File: config.mk
export PLATFORM = sky130hd
export DESIGN_NAME = do_debounce
export DESIGN_NICKNAME = d
export VERILOG_FILES = /design/src/rtl/do_debounce.sv
export SDC_FILE = /design/constraint.sdc
export NUM_CORES = 1
export LEC_CHECK = 0
export CAP_MARGIN = 30
export CORE_AREA = 2 2 42 44
export CTS_CLUSTER_DIAMETER = 30
export CTS_CLUSTER_SIZE = 12
export DETAILED_ROUTE_END_ITERATION = 8
export DIE_AREA = 0 0 44 46
export HOLD_SLACK_MARGIN = 0.1
export PLACE_DENSITY = 0.78
export SLEW_MARGIN = 10
export SYNTH_ARGS = -nofsm -noshare
export SYNTH_HDL_FRONTEND = slang
export SYNTH_SLANG_ARGS = --single-unit
File: constraint.sdc
create_clock -name clk -period 5.1 [get_ports clk]
set_clock_uncertainty 0.2 [all_clocks]
set_input_delay 1.275 -clock clk [delete_from_list [all_inputs] [get_ports clk]]
set_output_delay 1.275 -clock clk [all_outputs]
set_load 0.02 [all_outputs]
File: src/rtl/do_debounce.sv
// Debounces a raw request line into the registered "do" level (do_out), with edge strobes and a
// saturating glitch counter. Define DO_DEBOUNCE_SYNC_EN to add a two-flop input synchroniser.
module do_debounce #(
   parameter int unsigned DEBOUNCE_CYCLES = 4,
   parameter int unsigned GLITCH_W        = 8
) (
   input  logic                clk,
   input  logic                rst,
   input  logic                raw_in,
   output logic                do_out,
   output logic                do_rise,
   output logic                do_fall,
   output logic [GLITCH_W-1:0] glitch_cnt
);

   localparam int unsigned CNT_W = $clog2(DEBOUNCE_CYCLES + 1);

   typedef enum logic [1:0] {
      ST_LOW      = 2'd0,
      ST_RISE_CHK = 2'd1,
      ST_HIGH     = 2'd2,
      ST_FALL_CHK = 2'd3
   } state_e;

   state_e              state_q, state_d;
   logic [CNT_W-1:0]    cnt_q, cnt_d;
   logic                do_q, do_d;
   logic                rise_q, rise_d;
   logic                fall_q, fall_d;
   logic [GLITCH_W-1:0] glitch_q, glitch_d;
   logic [GLITCH_W-1:0] glitch_sat;
   logic                cnt_done;
   logic                s_in;

`ifdef DO_DEBOUNCE_SYNC_EN
   logic [1:0] sync_q, sync_d;

   always_comb begin
      sync_d = {sync_q[0], raw_in};
   end

   assign s_in = sync_q[1];
`else
   assign s_in = raw_in;
`endif

   assign cnt_done   = (cnt_q == CNT_W'(DEBOUNCE_CYCLES - 1));
   assign glitch_sat = (glitch_q == {GLITCH_W{1'b1}}) ? glitch_q : glitch_q + GLITCH_W'(1);

   // Next-state: any opposite sample during a check aborts it and restarts from zero.
   always_comb begin
      state_d  = state_q;
      cnt_d    = cnt_q;
      do_d     = do_q;
      rise_d   = 1'b0;
      fall_d   = 1'b0;
      glitch_d = glitch_q;
      unique case (state_q)
         ST_LOW: begin
            if (s_in) begin
               state_d = ST_RISE_CHK;
               cnt_d   = CNT_W'(1);
            end
         end
         ST_RISE_CHK: begin
            if (!s_in) begin
               state_d  = ST_LOW;
               cnt_d    = '0;
               glitch_d = glitch_sat;
            end else if (cnt_done) begin
               state_d = ST_HIGH;
               do_d    = 1'b1;
               rise_d  = 1'b1;
               cnt_d   = '0;
            end else begin
               cnt_d = cnt_q + CNT_W'(1);
            end
         end
         ST_HIGH: begin
            if (!s_in) begin
               state_d = ST_FALL_CHK;
               cnt_d   = CNT_W'(1);
            end
         end
         ST_FALL_CHK: begin
            if (s_in) begin
               state_d  = ST_HIGH;
               cnt_d    = '0;
               glitch_d = glitch_sat;
            end else if (cnt_done) begin
               state_d = ST_LOW;
               do_d    = 1'b0;
               fall_d  = 1'b1;
               cnt_d   = '0;
            end else begin
               cnt_d = cnt_q + CNT_W'(1);
            end
         end
         default: begin
            state_d = ST_LOW;
            cnt_d   = '0;
            do_d    = 1'b0;
         end
      endcase
   end

   always_ff @(posedge clk) begin
      if (rst) begin
         state_q  <= ST_LOW;
         cnt_q    <= '0;
         do_q     <= 1'b0;
         rise_q   <= 1'b0;
         fall_q   <= 1'b0;
         glitch_q <= '0;
`ifdef DO_DEBOUNCE_SYNC_EN
         sync_q   <= '0;
`endif
      end else begin
         state_q  <= state_d;
         cnt_q    <= cnt_d;
         do_q     <= do_d;
         rise_q   <= rise_d;
         fall_q   <= fall_d;
         glitch_q <= glitch_d;
`ifdef DO_DEBOUNCE_SYNC_EN
         sync_q   <= sync_d;
`endif
      end
   end

   assign do_out     = do_q;
   assign do_rise    = rise_q;
   assign do_fall    = fall_q;
   assign glitch_cnt = glitch_q;

endmodule

=== After elaboration in Yosys (flattened, before gate mapping) ===
Cells that the tools add are included.

* $add $sub $neg: 2
* Multipliers: 0
* Div/mod/pow operators: 0
* $lt $le $gt $ge: 0
* Equality and inequality tests: 15
* Shift-type cells: 0
* Mux-type cells: 23
* Bitwise logic cells: 3
* Reductions and logical operators: 8

{| class="wikitable"
|+ Operators by type and width
! cell !! number
|-
| 8-bit 2-to-1 mux || 3
|-
| 2-bit != test (second input constant) || 8
|-
| 8-bit one-hot mux with 2 select lines || 1
|-
| 3-bit 2-to-1 mux || 5
|-
| 2-bit 2-to-1 mux || 6
|-
| 3-bit one-hot mux with 4 select lines || 1
|-
| 8-bit by 1-bit adder with 8-bit output (second input constant) || 1
|-
| 8-bit == test (second input constant) || 1
|-
| 2-bit one-hot mux with 4 select lines || 1
|-
| 3-bit != test (second input constant) || 2
|-
| 3-bit OR reduction || 2
|-
| 1-bit 2-to-1 mux || 5
|-
| 5-bit AND reduction || 1
|-
| 2-bit == test (second input constant) || 2
|-
| 4-bit AND reduction || 1
|-
| 3-bit by 1-bit adder with 3-bit output (second input constant) || 1
|-
| 3-bit by 2-bit == test with 1-bit output (second input constant) || 1
|-
| 1-bit inverter || 3
|-
| 3-bit AND reduction || 1
|-
| 2-bit by 1-bit == test with 1-bit output (second input constant) || 1
|-
| 2-bit logical NOT || 1
|-
| 1-bit one-hot mux with 2 select lines || 1
|-
| 2-bit AND reduction || 1
|-
| 2-bit nonzero test || 1
|}

* Register bits: 16
* Bits in latches: 0
* Bits in writable memories: 0
* Bits in read-only memories: 0
* Bits of input ports: 3
* Output and inout bits: 11
* Logic and storage cells: 57
* Memories: 0

=== Depth between registers and ports, before layout ===
* Depth in word-level cells: 4
* Gate-level depth with buffers: 5
* Gate-level depth less buffers: 4

=== Least setup slack after synthesis ===
No wires, ideal clock.

* Kind: input to register
* Start: input port raw_in
* End: register glitch_q[4], in the netlist glitch_cnt[4]
* Setup time: 0.121 ns
* Arrival: 2.215 ns
* Data required time: 4.779 ns
* Slack: 2.564 ns
* Stages: 4
* Buffers on the path: 1
* Path through: buf_2 -> xor2_2 -> a2111oi_4 -> mux2_4

* Cells in the longest elaborated chain, start to end: 2
* Elaborated cells between the ends (all ways): 3
* Classes of those cells: eq/ne (2); reduce/logical (1)

{| class="wikitable"
|+ Ends and longest elaborated chain
! item !! line !! source
|-
| start, declared || 9 || <nowiki>input logic raw_in,</nowiki>
|-
| 2-bit != test (no source line) || - ||
|-
| 3-bit AND reduction (no source line) (*) || - ||
|-
| end signal, assigned || 124 || <nowiki>glitch_q <= glitch_d;</nowiki>
|-
| end, declared || 30 || <nowiki>logic [GLITCH_W-1:0] glitch_q, glitch_d;</nowiki>
|}

Mark *: on every way between the ends. The rest lies on a longest branch, timed or not.
A chain may end at the register's enable or synchronous reset.

=== Worst setup path after layout ===
* Start: input port raw_in
* End: register glitch_q[5], in the netlist glitch_cnt[5]

The elaborated chain is that of the path after synthesis.

==> reports/metrics.yaml <==
status: "finished clean"
postCtsSetupBuffers: 0
slowest_stage: "xnor2_1"
layout_common_cells: "16 x dfxtp_1, 13 x clkdlybuf4s50_1, 5 x a21oi_1"
min_period_ns: 3.03
grtUsageTotal_pct: 17.7
avgSynthCellArea_um2: 9.92
fin_util_pct: 58.6
p_per_area_mw_per_mm2: 227
cts_sinks: 16
yosysUniqueCellTypes: 37
drc: 0
fin_area_um2: 946
die-width_um: 44
async_reset_ff_share_pct: 0
finalSetupViolCount: 0
fin_crit_sh_pct: 59.4
ant_nets: 0
dpl.hpwl_mm: 1.06
critPathTopFamily: "XOR/XNOR gates"
grt_pass1_vias: 594
first_pass_iters: 2
dr_wl_met3_um: 48
design.die.area_mm2: 0.00202
synth_top_area_cell: "dfxtp_1"
grt_pass1_wl_mm: 2.59
cp.required_ns: 5.10
grt_max_degree: 18
crit_chain: "clkdlybuf4s50_1 -> xnor2_1 -> a41oi_1 -> a311oi_1"
rsz0062_at_grt: "false"
irDropWorstVdd_mv: 0.193
max_freq_mhz: 330
num_vias: 660
diodes: 0
cts_buffers: 3
nNetsFinal: 99
htree_levels: 1
fp.dieH_um: 46
leakage_nw: 0.339
slew_violations: 0
fill_cells: 158
max_cap_viol_count: 0
tns_ns: 0
crit_type: "primary input to flop"
clock_latency_ns: 0.29
netlist_area_um2: 803
cts_resized: 0
finalNonFillerCells: 109
fin_hold_ws_ns: 0.278
multi_input_area_um2: 440
initial_utilization_pct: 49.8
hold_viol: 0
critPathMaxStageDelay_ns: 0.73
placedCellCount: 106
ys.flop_type: "dfxtp_1"
clock_path_buffers: 2
m1WireLength_um: 686
cts_tree: "yes"
critical_path_buf_inv_count: 1
seq_area_um2: 320
drtIter0Drc: 5
gp_congestion: 0.694
core.rowCount: 15
ys_top_cells_by_area: "dfxtp_1 40%, mux2_4 3.7%, a2111oi_4 3.4%"
cts_root_buf: "clkbuf_4"
synth_nets: 86
met2_length_um: 713
drive_gt1_share_pct: 9.78
drt_wl_total_mm: 1.50
via_per_inst: 6.06
start_kind: "primary input"
slew_headroom_pct: 43.3
syn2layout_area_growth_pct: 17.8
ys_warn_count: 0
io_pins: 14
cp_max_fo: 12
endpoint_kind: "flop"
core_mm2: 0.00161
cts-hold-fix-buffers: 0
routed.top_layer: "met4"
seq_area_frac_synth_pct: 39.9
arrival_ns: 3.03
syn-instance-count: 81
clkTransAtPathRegs_ns: 0.09
antenna_found_initial: 0
wire_per_inst_um: 13.8
final_common_cell: "dfxtp_1"
worst_slew_pin_slew_ns: 0.844
port_buffers: 13
gr-total-overflow: 0
placed_area_um2: 923
hold_path_class: "flop to flop"
synth-edff-count: 0
synth-seq-cells: 16
synth_top_area_share_pct: 39.9
[stage by stage]
stage	setup slack, ns	power [mW]
finish	2.07	0.215
floorplan	2.56	0.146
global route	1.94	0.227
detailed placement	1.76	0.151
global placement	1.83	0.151
CTS	2.07	0.218
[power breakdown]
| group | internal, mW | leakage, nW | switching (mW) |
|---|---|---|---|
| Sequential | 0.127 | 0.130 | 0.00236 |
| Combinational | 0.00752 | 0.196 | 0.0108 |
| Clock | 0.0275 | 0.0138 | 0.0393 |
[cell families (layout without fill, tap and decap cells)]
family                   Yosys count  count (layout)  share of synthesized area [%]
buffers and inverters              8              19                           5.30
multiplexers                       3               3                           4.98
AND/OR/NAND/NOR                   30              30                           22.9
adder cells (fa/ha/maj)            2               2                           3.11
flip-flops                        16              16                           39.9
XOR/XNOR                           2               2                           3.12
AO/OA/AOI/OAI                     20              20                           20.7
[synthesized netlist by cell type (2+ instances only)]
library cell  count
nor2b_1           3
nor4b_1           2
clkbuf_1          2
nor3_1            2
a211oi_1          3
inv_1             3
mux2_4            2
a21oi_1           5
nor2_1            3
nand2_1           4
a311oi_1          3
and3_1            4
nand3_1           3
a31oi_1           3
ha_1              2
dfxtp_1          16
[tightest hold or removal path, stage by stage, from the launching register on]
cell and delay, ns:
dfxtp_1 0.32, nand3_1 0.06, a21oi_1 0.05
[layout make-up]
| type | instances | share of cell area (%) |
|---|---|---|
| multi-input combinational | 57 | 46.6 |
| sequential | 16 | 33.9 |
| timing repair buffer | 13 | 13.8 |
| clock buffer | 3 | 2.38 |
| tap | 17 | 2.25 |
| inverter | 3 | 1.19 |
[path summary, 6_finish.rpt]
check	startpoint	depth (start not counted)	endpoint	slack [ns]
setup / recovery	raw_in	4	glitch_cnt[5]$_SDFFE_PP0P_	2.07
hold / removal	cnt_q[1]$_SDFFE_PP0P_	2	cnt_q[1]$_SDFFE_PP0P_	0.28
setup reg to reg	glitch_cnt[0]$_SDFFE_PP0P_	4	glitch_cnt[4]$_SDFFE_PP0P_	3.23
hold reg to reg	cnt_q[1]$_SDFFE_PP0P_	2	cnt_q[1]$_SDFFE_PP0P_	0.28
[state kept, by name (all words and copies together) (netlist names), named ones only]
signal      cells
do_rise         1
glitch_cnt      8
state_q         1
cnt_q           3
do_fall         1
do_out          1
[metal layers]
layer,global-route usage (%),vias up
met5,0,-
met4,13.3,0
met3,4.37,6
met2,29.1,10
met1,19.7,313
li1,-,331
Power figures use the tool's default switching activity.
